$ cat src/rtl/ama_riscv_fetch_unit.sv
// Instruction fetch unit: PC generation, IMEM request/response tracking and a
// small fetch queue feeding ID, with redirect squashing of in-flight responses.
module ama_riscv_fetch_unit #(
   parameter logic [31:0] RESET_VEC = 32'h0,
   parameter int          AW        = 14,
   parameter int          FQ_DEPTH  = 4,
   parameter logic [31:0] NOP_INST  = 32'h0000_0013
) (
   input  logic          clk,
   input  logic          rst,
   input  logic [1:0]    pc_sel,
   input  logic [31:0]   alu_out,
   input  logic [31:0]   bp_target,
   input  logic          stall_id,
   output logic          imem_req,
   output logic [AW-1:0] imem_addr,
   input  logic          imem_gnt,
   input  logic          imem_rvalid,
   input  logic [31:0]   imem_rdata,
   output logic [31:0]   inst_id,
   output logic [31:0]   pc_id,
   output logic          inst_valid_id,
   output logic          misalign
);

   localparam int            PW      = (FQ_DEPTH > 1) ? $clog2(FQ_DEPTH) : 1;
   localparam int            CW      = PW + 1;
   localparam logic [CW-1:0] DEPTH_C = CW'(FQ_DEPTH);

   logic [31:0]   r_pc;
   logic [31:0]   r_pc_q   [FQ_DEPTH];
   logic [31:0]   r_inst_q [FQ_DEPTH];
   logic [PW-1:0] r_rd_ptr;
   logic [PW-1:0] r_gnt_ptr;
   logic [PW-1:0] r_rsp_ptr;
   logic [CW-1:0] r_occ;
   logic [CW-1:0] r_outst;
   logic [CW-1:0] r_drop;

   logic          w_redirect;
   logic [31:0]   w_target_raw;
   logic [31:0]   w_target;
   logic          w_req;
   logic          w_acc;
   logic          w_valid;
   logic          w_enq;
   logic          w_drop_dec;
   logic          w_deq;

   always_comb begin
      w_target_raw = RESET_VEC;
      case (pc_sel)
         2'd1:    w_target_raw = alu_out;
         2'd2:    w_target_raw = bp_target;
         default: w_target_raw = RESET_VEC;
      endcase
   end

   assign w_redirect = (pc_sel != 2'd0);
   assign w_target   = {w_target_raw[31:2], 2'b00};

   // r_outst counts every in-flight request, including those marked for drop,
   // so a granted request always finds a free slot when its data returns.
   assign w_req      = !rst && !w_redirect && ((r_occ + r_outst) < DEPTH_C) &&
                       (r_drop != DEPTH_C);
   assign w_acc      = w_req && imem_gnt;
   assign w_valid    = !rst && !w_redirect && (r_occ != '0);
   assign w_enq      = imem_rvalid && !w_redirect && (r_drop == '0);
   assign w_drop_dec = imem_rvalid && !w_redirect && (r_drop != '0);
   assign w_deq      = w_valid && !stall_id;

   assign imem_req      = w_req;
   assign imem_addr     = r_pc[AW-1:0];
   assign inst_valid_id = w_valid;
   assign inst_id       = w_valid ? r_inst_q[r_rd_ptr] : NOP_INST;
   assign pc_id         = r_pc_q[r_rd_ptr];
   assign misalign      = !rst && w_redirect && (w_target_raw[1:0] != 2'b00);

   always_ff @(posedge clk or posedge rst) begin
      if (rst) begin
         r_pc      <= RESET_VEC;
         r_rd_ptr  <= '0;
         r_gnt_ptr <= '0;
         r_rsp_ptr <= '0;
         r_occ     <= '0;
         r_outst   <= '0;
         r_drop    <= '0;
      end else begin
         r_outst <= r_outst + CW'(w_acc) - CW'(imem_rvalid);
         if (w_redirect) begin
            r_pc      <= w_target;
            r_rd_ptr  <= '0;
            r_gnt_ptr <= '0;
            r_rsp_ptr <= '0;
            r_occ     <= '0;
            // Everything still in flight after this edge belongs to the old path.
            r_drop    <= r_outst + CW'(w_acc) - CW'(imem_rvalid);
         end else begin
            if (w_acc) begin
               r_pc      <= r_pc + 32'd4;
               r_gnt_ptr <= r_gnt_ptr + PW'(1);
            end
            if (w_enq) r_rsp_ptr <= r_rsp_ptr + PW'(1);
            if (w_deq) r_rd_ptr  <= r_rd_ptr + PW'(1);
            if (w_drop_dec) r_drop <= r_drop - CW'(1);
            r_occ <= r_occ + CW'(w_enq) - CW'(w_deq);
         end
      end
   end

   always_ff @(posedge clk or posedge rst) begin
      if (rst) begin
         for (int i = 0; i < FQ_DEPTH; i++) r_pc_q[i] <= RESET_VEC;
      end else if (w_acc) begin
         r_pc_q[r_gnt_ptr] <= r_pc;
      end
   end

   always_ff @(posedge clk) begin
      if (w_enq) r_inst_q[r_rsp_ptr] <= imem_rdata;
   end

endmodule

$ cat config.mk
export PLATFORM = sky130hd
export DESIGN_NAME = ama_riscv_fetch_unit
export DESIGN_NICKNAME = d
export VERILOG_FILES = /design/src/rtl/ama_riscv_fetch_unit.sv
export SDC_FILE = /design/constraint.sdc
export NUM_CORES = 1
export LEC_CHECK = 0
export CORE_UTILIZATION = 55
export CTS_BUF_LIST = sky130_fd_sc_hd__clkbuf_8 sky130_fd_sc_hd__clkbuf_16
export CTS_CLUSTER_DIAMETER = 50
export DETAILED_ROUTE_END_ITERATION = 12
export GPL_TIMING_DRIVEN = 1
export PLACE_DENSITY = 0.76
export SYNTH_ARGS = -nofsm -noshare
export SYNTH_HDL_FRONTEND = slang
export SYNTH_SLANG_ARGS = --single-unit
export TNS_END_PERCENT = 20
$ cat constraint.sdc
create_clock -name clk -period 7.8 [get_ports clk]
set_input_delay 1.56 -clock clk [delete_from_list [all_inputs] [get_ports clk]]
set_output_delay 1.56 -clock clk [all_outputs]
set_load 0.02 [all_outputs]
==> results of run 1 <==
path summary, 6_finish.rpt:
check                      depth (start not counted)       start           to
setup / recovery                                   9   pc_sel[1]   inst_id[4]
hold / removal                                     1  r_pc_q[45]   r_pc_q[45]
setup reg to reg                                  12    r_occ[1]    r_drop[2]
hold reg to reg                                    1  r_pc_q[45]   r_pc_q[45]
max in group asynchronous                          3         rst   r_pc_q[38]
min in group asynchronous                          2         rst  r_pc_q[115]
state kept, by name, summed over array words and instances, names as in the netlist:
| signal | cells |
|---|---|
| r_pc_q | 120 |
| r_inst_q | 128 |
| r_rd_ptr | 2 |
| r_occ | 3 |
| r_pc | 30 |
| r_outst | 3 |
| r_gnt_ptr | 2 |
| r_rsp_ptr | 2 |
| r_drop | 3 |
routing by layer:
metal	GRT usage, %	vias to the layer above	share of wire (%)	wire [um]
met3	4.93	65	7.3	2230
met1	33.4	4276	41	12500
met4	7.33	0	2.2	663
met5	0	-	0	0
met2	42.0	324	50	15100
li1	-	3711	-	-
cells in the mapped netlist, types with 4 or more instances:
cell type,instances
nand4_1,10
edfxtp_1,128
mux4_2,62
and2_1,9
nor3_1,4
buf_4,18
nand2b_1,4
nand2_1,32
o22ai_1,7
o31ai_1,6
nor2b_1,31
inv_1,22
dfrtp_1,165
a22o_1,14
nor2_1,28
ha_1,19
xnor2_1,12
mux2_2,122
nand3_1,15
clkbuf_1,25
a31oi_1,4
buf_2,27
a21oi_1,28
a22oi_1,16
o211ai_1,6
or4_1,4
o21ai_0,15
and3_1,8
xor2_1,4
placed cells by master (no fill, tap or decap), types with 4 or more instances in the layout:
| cell type | n |
|---|---|
| inv_6 | 4 |
| nor3_1 | 4 |
| mux2_2 | 122 |
| nor2b_1 | 31 |
| o31ai_1 | 5 |
| clkdlybuf4s50_1 | 179 |
| o22ai_1 | 7 |
| and3_1 | 8 |
| ha_1 | 19 |
| or4_1 | 4 |
| a31oi_1 | 4 |
| a22oi_1 | 16 |
| nor2_1 | 28 |
| dfrtp_1 | 163 |
| a22o_1 | 14 |
| clkinv_2 | 6 |
| mux4_2 | 62 |
| inv_1 | 28 |
| clkbuf_16 | 36 |
| nand3_1 | 15 |
| o21ai_0 | 15 |
| nand2_1 | 32 |
| buf_4 | 16 |
| a21oi_1 | 28 |
| conb_1 | 4 |
| xnor2_1 | 12 |
| nand4_1 | 10 |
| o211ai_1 | 6 |
| and2_1 | 9 |
| xor2_1 | 4 |
| edfxtp_1 | 128 |
| nand2b_1 | 4 |
report_power, final:
| part | switching (mW) | internal (mW) |
|---|---|---|
| Combinational | 0.225 | 0.223 |
| Sequential | 0.0553 | 1.67 |
| Clock | 0.635 | 0.900 |
logic make-up (layout without fill, tap and decap cells):
logic type | after synthesis | after routing | synth area share [%]
adder cells (fa/ha/maj) | 21 | 21 | 2.07
other | 1 | 4 | 0.0279
AND/OR/NAND/NOR | 164 | 164 | 7.05
XOR/XNOR | 17 | 17 | 1.17
multiplexers | 185 | 185 | 20.7
buffers and inverters | 98 | 279 | 3.53
flip-flops | 293 | 293 | 59.4
AO/OA/AOI/OAI | 118 | 118 | 6.05
through the flow:
step	utilization [%]	power [mW]
global route	69.6	3.85
floorplan	-	2.01
CTS	69.6	3.74
detailed placement	65.0	2.20
finish	69.6	3.71
global placement	65.0	2.19
area by class of cell:
| type | instances | area [um^2] |
|---|---|---|
| clock buffer | 38 | 928 |
| clock inverter | 23 | 173 |
| fill | 1671 | 7200 |
| inverter | 23 | 93.8 |
| multi-input combinational | 509 | 5000 |
| sequential | 293 | 7980 |
| tap | 319 | 399 |
| timing repair buffer | 195 | 1910 |
worst max-delay path, stage by stage:
cell,delay (ns)
clkdlybuf4s50_1,0.44
inv_1,0.09
ha_1,0.15
buf_4,0.36
nor2b_1,0.34
o31ai_4,0.11
buf_4,0.27
or2_2,0.34
clkdlybuf4s50_1,0.54
==> flow_summary.json, run 1 <==
{
  "startpoint_type": "primary input",
  "cts_htree_levels": 2,
  "synth-seq-cells": 293,
  "dr.pass1.iters": 5,
  "place_inst": 1339,
  "clock-root-buffer": "clkbuf_16",
  "antenna_found_initial": 0,
  "grt_setup_unrepaired": "false",
  "crit_type": "primary input to output port",
  "wl_per_cell_um": 21.8,
  "synth_area_um2": 13400,
  "min_path_type": "flop to flop",
  "relSlewSlack_pct": 27.5,
  "route.vias.total": 8376,
  "final_cells": 1400,
  "avgSynthCellArea_um2": 15.0,
  "setup_viol": 0,
  "cts.clk_slew.worst_paths_ns": 0.05,
  "grt_util_all_layers_pct": 25.1,
  "status": "finished clean",
  "core_um2": 23700,
  "dieArea_um2": 25000,
  "io_buffers": 179,
  "cts_resized": 0,
  "antennaDiodeCount": 0,
  "wirelength_mm": 30.5,
  "die_w_um": 158,
  "clock_path_buffers": 3,
  "gp_congestion": 0.868,
  "syn_to_final_growth_pct": 22.8,
  "slew_viol_final": 0,
  "worst_hold_slack_ns": 0.499,
  "first_iter_violations": 612,
  "grt_pass1_wl_mm": 47.2,
  "vias_per_cell": 5.98,
  "async_flop_share_pct": 56.3,
  "syn-instance-count": 897,
  "placed_area_um2": 15400,
  "hold_violations": 0,
  "num_io_pins": 184,
  "post-route-period-util_pct": 74.2,
  "ir_worst_vdd_v": 0.000188,
  "layout_min_cycle_time_ns": 5.79,
  "cp.arrival_ns": 4.23,
  "place_ws_ns": 2.06,
  "max_cap_violations": 0,
  "yosysSeqAreaShare_pct": 59.4,
  "rows": 56,
  "drcViolationCount": 0,
  "synthTopCellsByArea": "dfrtp_1 31%, edfxtp_1 29%, mux4_2 10%",
  "grt_max_degree": 99,
  "yosys.area.top_type_share_pct": 30.8,
  "fin_area_um2": 16500,
  "yosysWarningCount": 0,
  "overflow": 0,
  "nNetsFinal": 1181,
  "drive_above_1_share_pct": 25.2,
  "postRouteAntennaNets": 0,
  "setup_slack_ns": 2.01,
  "fmax_ghz": 0.173,
  "regToRegSetupSlack_ns": 4.40,
  "worstMarginPinSlew_ns": 1.08,
  "cts_tree": "done",
  "die_h_um": 158,
  "initial_core_util_pct": 56.7,
  "power_density_nw_per_um2": 225,
  "skew_ns": 0.0142,
  "synth_top_cell_by_area": "dfrtp_1",
  "holdBufCountCts": 0,
  "setup_tns_ns": 0,
  "required_ns": 6.24,
  "synth_cell_type_count": 62,
  "power_leakage_nw": 6.49,
  "cp_max_fo": 36,
  "postCtsSetupRepairBufs": 0,
  "cts_buffers": 35,
  "cts.sinks": 293,
  "synth-edff-count": 128,
  "hpwl_mm": 19.6,
  "clk_latency_ns": 0.52,
  "worstSetupEndpointType": "output port",
  "synth_top_flop_cell": "dfrtp_1",
  "grt_pass1_vias": 8466
}
No activity file was read; power rests on OpenSTA's default activity.
==> run 2, diff against run 1 <==
==> constraint.sdc (replaced) <==
create_clock -name clk -period 5.8 [get_ports clk]
set_input_delay 1.16 -clock clk [delete_from_list [all_inputs] [get_ports clk]]
set_output_delay 1.16 -clock clk [all_outputs]
set_load 0.02 [all_outputs]
==> run 2 against run 1 <==
  * Count of clock-buffer cells in the layout decreased by 3
  * Sequential power increased by 34%
  * Non-clock buffer count increased by 4
  * Critical path type unchanged
  * Wire length decreased by 2.6%
==> flow_summary.json, run 2 (synthesis gave the netlist of run 1 again) <==
{
  "status": "finished clean",
  "skew_ns": 0.0166,
  "cp.arrival_ns": 3.42,
  "ir_worst_vdd_v": 0.000222,
  "wirelength_mm": 29.7,
  "cts_resized": 0,
  "power_density_nw_per_um2": 293,
  "clock-root-buffer": "clkbuf_16",
  "worstMarginPinSlew_ns": 1.21,
  "hpwl_mm": 19.2,
  "dr.pass1.iters": 5,
  "r2r-start": "r_occ[1]",
  "clock_path_buffers": 3,
  "vias_per_cell": 5.86,
  "grt_max_degree": 65,
  "overflow": 0,
  "cts_htree_levels": 1,
  "first_iter_violations": 528,
  "num_io_pins": 184,
  "drive_above_1_share_pct": 25.0,
  "dieArea_um2": 25000,
  "postRouteAntennaNets": 0,
  "cts_tree": "done",
  "drcViolationCount": 0,
  "core_um2": 23700,
  "cts.clk_slew.worst_paths_ns": 0.06,
  "min-delay-start": "r_pc_q[29]",
  "final_cell_mix": "179 x clkdlybuf4s50_1, 163 x dfrtp_1, 128 x edfxtp_1, 122 x mux2_2, 62 x mux4_2",
  "largest_register_ffs": 128,
  "min_path_type": "flop to flop",
  "nNetsFinal": 1181,
  "max_cap_violations": 0,
  "syn_to_final_growth_pct": 22.3,
  "whs_endpoint": "r_pc_q[29]",
  "fillers": 1625,
  "hold_depth": 1,
  "cp_max_fo": 35,
  "initial_core_util_pct": 56.7,
  "worstSetupEndpointType": "output port",
  "largestRegisters": "r_inst_q x128, r_pc_q x120, r_pc x30",
  "die_h_um": 158,
  "startpoint_type": "primary input",
  "cts.sinks": 293,
  "holdBufCountCts": 0,
  "setup_tns_ns": 0,
  "required_ns": 4.64,
  "regToRegSetupSlack_ns": 2.43,
  "post-route-period-util_pct": 79.0,
  "cts_buffers": 31,
  "reg2reg_to": "r_drop[1]",
  "worst_hold_slack_ns": 0.504,
  "grt_pass1_vias": 8456,
  "setup_viol": 0,
  "final_common_cell": "clkdlybuf4s50_1",
  "wl_per_cell_um": 21.2,
  "io_buffers": 179,
  "clk_latency_ns": 0.56,
  "rows": 56,
  "hold_violations": 0,
  "gp_congestion": 0.846,
  "fmax_ghz": 0.218,
  "crit_type": "primary input to output port",
  "antenna_found_initial": 1,
  "relSlewSlack_pct": 18.7,
  "layout_min_cycle_time_ns": 4.58,
  "route.vias.total": 8222,
  "grt_setup_unrepaired": "false",
  "power_leakage_nw": 6.44,
  "grt_util_all_layers_pct": 24.6,
  "worst_r2r_path_depth": 10,
  "largest-register": "r_inst_q",
  "postCtsSetupRepairBufs": 0,
  "slew_viol_final": 0,
  "die_w_um": 158,
  "grt_pass1_wl_mm": 46.7
}
[run 2: worst max-delay path, cell delays in order]
cell and delay, ns:
clkdlybuf4s50_1 0.43, inv_1 0.09, ha_1 0.18, nor2b_1 0.30, o31ai_4 0.11, buf_4 0.25, or2_2 0.33, clkdlybuf4s50_1 0.55
[run 2: stage by stage]
| stage | power (mW) | cells | worst slack, ns | cell area (um^2) | utilization, % |
|---|---|---|---|---|---|
| detailed placement | 2.97 | 1343 | 1.23 | 15400 | 65.1 |
| finish | 4.80 | 1402 | 1.22 | 16400 | 69.3 |
| CTS | 4.85 | 1400 | 1.22 | 16400 | 69.3 |
| floorplan | 2.71 | 900 | 0.727 | 13400 | - |
| global placement | 2.95 | 1343 | 1.29 | 15400 | 65.1 |
| global route | 4.99 | 1400 | 1.13 | 16400 | 69.3 |
[run 2: layout make-up]
class / instances / area (um^2) / area share [%]
Inverter: 23 / 92.6 / 0.564
Clock buffer: 35 / 842 / 5.13
Tap cell: 319 / 399 / 2.43
Antenna cell: 2 / 5.00 / 0.0305
Clock inverter: 22 / 140 / 0.854
Sequential cell: 293 / 7980 / 48.6
Multi-Input combinational cell: 509 / 5000 / 30.5
Timing Repair Buffer: 199 / 1950 / 11.9
[run 2: worst max path at each step]
| stage | startpoint | endpoint | cells past startpoint |
|---|---|---|---|
| after global placement | pc_sel[0] | inst_id[0] | 8 |
| final | pc_sel[1] | inst_id[4] | 8 |
| after detailed placement | pc_sel[0] | inst_id[4] | 8 |
| after global routing | pc_sel[1] | inst_id[4] | 8 |
| after floorplan | rst | r_pc[31] | 5 |
| after CTS | pc_sel[1] | inst_id[4] | 8 |
[run 2: where the power goes]
group / leakage (nW) / switching [mW] / internal (mW)
Sequential: 3.42 / 0.0704 / 2.25
Clock: 0.500 / 0.796 / 1.08
Combinational: 2.52 / 0.304 / 0.303
Total: 6.44 / 1.17 / 3.63
[run 2: routing by layer]
layer	vias up	global-route usage [%]	wire [um]
met1	4208	33.6	12700
met2	252	40.9	14500
met4	0	6.59	591
li1	3721	-	-
met5	-	0	0
met3	41	4.46	1860
